[src/rtl/imem_line_refill.sv]
// imem_line_refill: refills one instruction-cache line word by word from a narrow memory
module imem_line_refill #(
  parameter int ADDR_W = 32,
  parameter int WORD_W = 32,
  parameter int WORDS_PER_LINE = 4
) (
  input  logic                               clk,
  input  logic                               rst,
  input  logic                               miss_req,
  input  logic [ADDR_W-1:0]                  miss_addr,
  input  logic                               flush,
  output logic                               mem_rd_req,
  output logic [ADDR_W-1:0]                  mem_rd_addr,
  input  logic                               mem_rd_valid,
  input  logic [WORD_W-1:0]                  mem_rd_data,
  output logic [WORD_W*WORDS_PER_LINE-1:0]   line_out,
  output logic [ADDR_W-1:0]                  line_addr,
  output logic                               line_valid,
  output logic                               stall
);
  localparam int CNT_W  = $clog2(WORDS_PER_LINE);
  localparam int BYTE_W = $clog2(WORD_W/8);
  localparam int OFF_W  = CNT_W + BYTE_W;
  localparam logic [CNT_W-1:0] LAST = CNT_W'(WORDS_PER_LINE-1);
  typedef enum logic [1:0] {IDLE, FILL, DONE, ABORT} state_t;
  state_t                                  state_q;
  logic [CNT_W-1:0]                        cnt_q;
  logic [CNT_W-1:0]                        cnt_d;
  logic [WORDS_PER_LINE-1:0][WORD_W-1:0]   line_q;
  logic [ADDR_W-1:0]                       base_q;
  logic [ADDR_W-1:0]                       addr_q;
  logic                                    req_q;
  logic                                    valid_q;
  logic                                    stall_q;
  logic                                    unused_ok;
  assign cnt_d       = cnt_q + 1'b1;
  assign unused_ok   = ^miss_addr[OFF_W-1:0];
  assign mem_rd_req  = req_q;
  assign mem_rd_addr = addr_q;
  assign line_out    = line_q;
  assign line_addr   = base_q;
  assign line_valid  = valid_q;
  assign stall       = stall_q;
  // word offset is spliced into the address so it never carries out of the line
  always_ff @(posedge clk or negedge rst) begin
    if (!rst) begin
      state_q <= IDLE;
      cnt_q   <= '0;
      line_q  <= '0;
      base_q  <= '0;
      addr_q  <= '0;
      req_q   <= 1'b0;
      valid_q <= 1'b0;
      stall_q <= 1'b0;
    end else begin
      valid_q <= 1'b0;
      case (state_q)
        IDLE: if (miss_req && !flush) begin
          state_q <= FILL;
          cnt_q   <= '0;
          base_q  <= {miss_addr[ADDR_W-1:OFF_W], {OFF_W{1'b0}}};
          addr_q  <= {miss_addr[ADDR_W-1:OFF_W], {OFF_W{1'b0}}};
          req_q   <= 1'b1;
          stall_q <= 1'b1;
        end
        FILL: if (mem_rd_valid && flush) begin
          state_q <= IDLE;
          req_q   <= 1'b0;
          stall_q <= 1'b0;
        end else if (mem_rd_valid) begin
          line_q[cnt_q] <= mem_rd_data;
          cnt_q         <= cnt_d;
          addr_q        <= {base_q[ADDR_W-1:OFF_W], cnt_d, {BYTE_W{1'b0}}};
          if (cnt_q == LAST) begin
            state_q <= DONE;
            req_q   <= 1'b0;
            stall_q <= 1'b0;
            valid_q <= 1'b1;
          end
        end else if (flush) begin
          state_q <= ABORT;
        end
        ABORT: if (mem_rd_valid) begin
          state_q <= IDLE;
          req_q   <= 1'b0;
          stall_q <= 1'b0;
        end
        DONE: state_q <= IDLE;
        default: state_q <= IDLE;
      endcase
    end
  end
endmodule

[config.mk]
export PLATFORM = sky130hd
export DESIGN_NAME = imem_line_refill
export DESIGN_NICKNAME = d
export VERILOG_FILES = /design/src/rtl/imem_line_refill.sv
export SDC_FILE = /design/constraint.sdc
export NUM_CORES = 1
export LEC_CHECK = 0
export ABC_AREA = 1
export CAP_MARGIN = 30
export CORE_MARGIN = 5
export CORE_UTILIZATION = 25
export CTS_CLUSTER_SIZE = 12
export DETAILED_ROUTE_END_ITERATION = 10
export PLACE_DENSITY_LB_ADDON = 0.25
export SLEW_MARGIN = 20
export SYNTH_ARGS = -nofsm -noshare
export SYNTH_HDL_FRONTEND = slang
export SYNTH_SLANG_ARGS = --single-unit
[constraint.sdc]
create_clock -name clk -period 3.45 [get_ports clk]
set_input_delay 0.69 -clock clk [delete_from_list [all_inputs] [get_ports clk]]
set_output_delay 0.69 -clock clk [all_outputs]
set_load 0.03 [all_outputs]
==> impl_metrics.csv <==
group,metric,value,unit
run_status,status,"complete, no violations",
cells_and_area,diodes,0,
setup_path,cp-start-kind,"register",
clock_tree,h-tree-depth,4,
run,maxCapViolations,0,
setup_path,arrival,1680,ps
sta,max_freq,422.0,MHz
clock_tree,ctsHoldBuffers,0,
sta,slew_headroom,53.00,%
setup_path,path_class,"reg2out",
logic_synthesis,mappedNetlistArea,8039,um^2
placement,gp_congestion,0.7554,
logic_synthesis,synth_seq_area_share,59.14,%
sta,hold_viol,0,
clock_tree,cts.sinks,190,
min_path,holdCritPathClass,"in2async",
floorplan,ioPinCount,264,
cells_and_area,fillCellCount,3273,
logic_synthesis,yosysTopAreaCell,"dfrtp_1",
clock_tree,cts_tree,"yes",
placement,dpl.hpwl,17840,um
setup_path,crit_buf_inv,1,
sta,whs,282.2,ps
placement,port_buffers,253,
sta,skew,19.28,ps
cells_and_area,syn_to_final_growth,43.05,%
routing,vias_per_cell,4.351,
floorplan,chipHeight,189.3,um
power_and_ir_drop,irDropWorstVdd,0.4796,mV
setup_path,r2r_cells,7,
clock_tree,post_cts_resize_count,0,
global_routing,antenna_found_initial,0,
clock_tree,numCtsBuffers,17,
power_and_ir_drop,power.density,1068,nW/um^2
floorplan,dieWidth,189.3,um
clock_tree,postCtsSetupBuffers,0,
setup_path,r2r-end,"line_out[103]",
routing,initialDrtViolationCount,468,
clock_tree,root_buffer,"clkbuf_16",
logic_synthesis,ys_ff_latch,190,
cells_and_area,final_nets,1232,
power_and_ir_drop,leakagePower,5.589,nW
setup_path,cp_top_family,"buffers and inverters",
setup_path,end_kind,"output pin",
logic_synthesis,yosysWarningCount,0,
floorplan,floorplan.die_area,35840,um^2
routing,detail-route-antenna-nets,0,
setup_path,crit_cells,1,
setup_path,crit_path_cell_trace,"clkdlybuf4s50_1",
floorplan,start_util,25.41,%
setup_path,worstReg2RegStart,"state_q[0]",
placement,pre_cts_ws,606.3,ps
clock_tree,clock_latency,430,ps
routing,firstDrtPassIters,4,
global_routing,grt_usage,14.67,%
sta,tns,0,ps
setup_path,slowest_delay,790,ps
sta,finalSetupViolations,0,
logic_synthesis,synthCells,921,
logic_synthesis,ys_types,22,
sta,timing.final.ws_setup,1081,ps
global_routing,grt_max_degree,76,
global_routing,grt_pass1_vias,7080,
clock_tree,cts_buffer_depth,2,
sta,rsz0062_at_grt,"no",
logic_synthesis,avgSynthCellArea,8.729,um^2
setup_path,cp_max_fo,6,
routing,wirelength,26210,um
floorplan,rows,65,
global_routing,grt_first_pass_wirelength,41850,um
setup_path,cp-endpoint,"mem_rd_addr[2]",
floorplan,core,31640,um^2
setup_path,r2r_slack,1480,ps
setup_path,cp_slowest_cell,"clkdlybuf4s50_1",
sta,drv_slew,0,
sta,fin_crit_sh,68.68,%
routing,drc,0,
cells_and_area,drive_gt1_share,6.229,%
setup_path,critPathLaunch,"cnt_q[0]",
global_routing,overflow,0,
sta,finalCriticalPeriod,2369,ps
clock_tree,clk_pin_slew_worst_paths,80,ps
routing,avgRoutedWirePerCell,16.65,um
sta,worst_pin_slew,704.3,ps
setup_path,crit_required,2760,ps
logic_synthesis,synth_area_leaders,"dfrtp_1 (59%), nand2_1 (18%), o21ai_1 (7.2%), o21ai_0 (2.4%), buf_4 (2.0%)",
logic_synthesis,synth_top_area_share,59.14,%
routing,vias,6848,
-- how the worst min path moves through the flow --
stage                          from              end  slack [ps]  depth (start not counted)
global route                    rst     line_out[10]         310                          1
detailed placement  mem_rd_addr[12]  mem_rd_addr[12]         460                          2
finish                          rst     line_out[10]         280                          1
CTS                             rst     line_out[10]         290                          1
floorplan                       rst         cnt_q[0]         390                          0
global placement        line_out[1]      line_out[1]         460                          2
-- stage by stage --
| step | cell area (um^2) | util [%] | std cells | power, mW |
|---|---|---|---|---|
| 6_report | 11500 | 36.35 | 1574 | 12.29 |
| 2_1_floorplan | 8058 | - | 926 | 7.538 |
| 4_1_cts | 11500 | 36.35 | 1574 | 12.50 |
| 3_3_place_gp | 10900 | 34.44 | 1541 | 10.37 |
| 3_5_place_dp | 10910 | 34.48 | 1542 | 10.44 |
| 5_1_grt | 11500 | 36.35 | 1574 | 13.16 |
-- layout make-up --
cell class                 instances  area (um^2)  area share (%)
clock inverter                    14        163.9           1.425
clock buffer                      18        429.2           3.732
multi-input combinational        632         2725           23.70
timing repair buffer             277         2770           24.09
inverter                          41        153.9           1.338
tap                              402        503.0           4.374
sequential                       190         4755           41.34
-- metal layers --
layer | vias to the layer above | track usage (%) | part of all wire [%]
met5 | - | 0 | 0
met4 | 0 | 3.088 | 0.95
met3 | 11 | 4.535 | 7.4
met2 | 223 | 23.04 | 45
met1 | 3238 | 20.12 | 47
li1 | 3376 | - | -
-- Yosys cell counts --
master	number
a21oi_1	27
a31oi_1	1
buf_1	3
buf_2	9
buf_4	21
buf_6	14
clkbuf_1	16
conb_1	1
dfrtp_1	190
ha_1	4
inv_1	38
inv_2	3
nand2_1	392
nand2_4	1
nand3_1	4
nand4_1	2
nor2_1	31
nor2_2	1
nor2_4	5
o21ai_0	38
o21ai_1	115
o21ai_2	5
-- report_power, final --
part	internal (mW)	switching, mW	total (mW)	leakage (nW)
registers	3.22	0.567	3.79	2.41
clock network	0.983	1.00	1.99	0.285
logic	2.39	4.12	6.51	2.89
-- cells in the final DEF, fill, tap and decap left out, drive strengths merged, types with 19 or more instances in the layout --
| cell type | count |
|---|---|
| a21oi | 27 |
| buf | 24 |
| clkbuf | 19 |
| clkdlybuf4s50 | 252 |
| dfrtp | 190 |
| inv | 48 |
| nand2 | 393 |
| nor2 | 37 |
| o21ai | 158 |
-- sequential cells by signal (all words and copies together), names as in the netlist --
register / count
line_valid: 1
state_q: 2
mem_rd_addr: 29
line_addr: 28
stall: 1
cnt_q: 1
line_out: 128
-- cell families after synthesis --
kind of cell,Yosys count,share of synthesized area [%]
AOI/OAI and AO/OA,186,11.83
adders and majority gates,4,0.6226
buffers and inverters,104,7.284
DFF,190,59.14
other,1,0.04665
and+or+nand+nor,436,21.07
(Power assumes the default switching activity.)
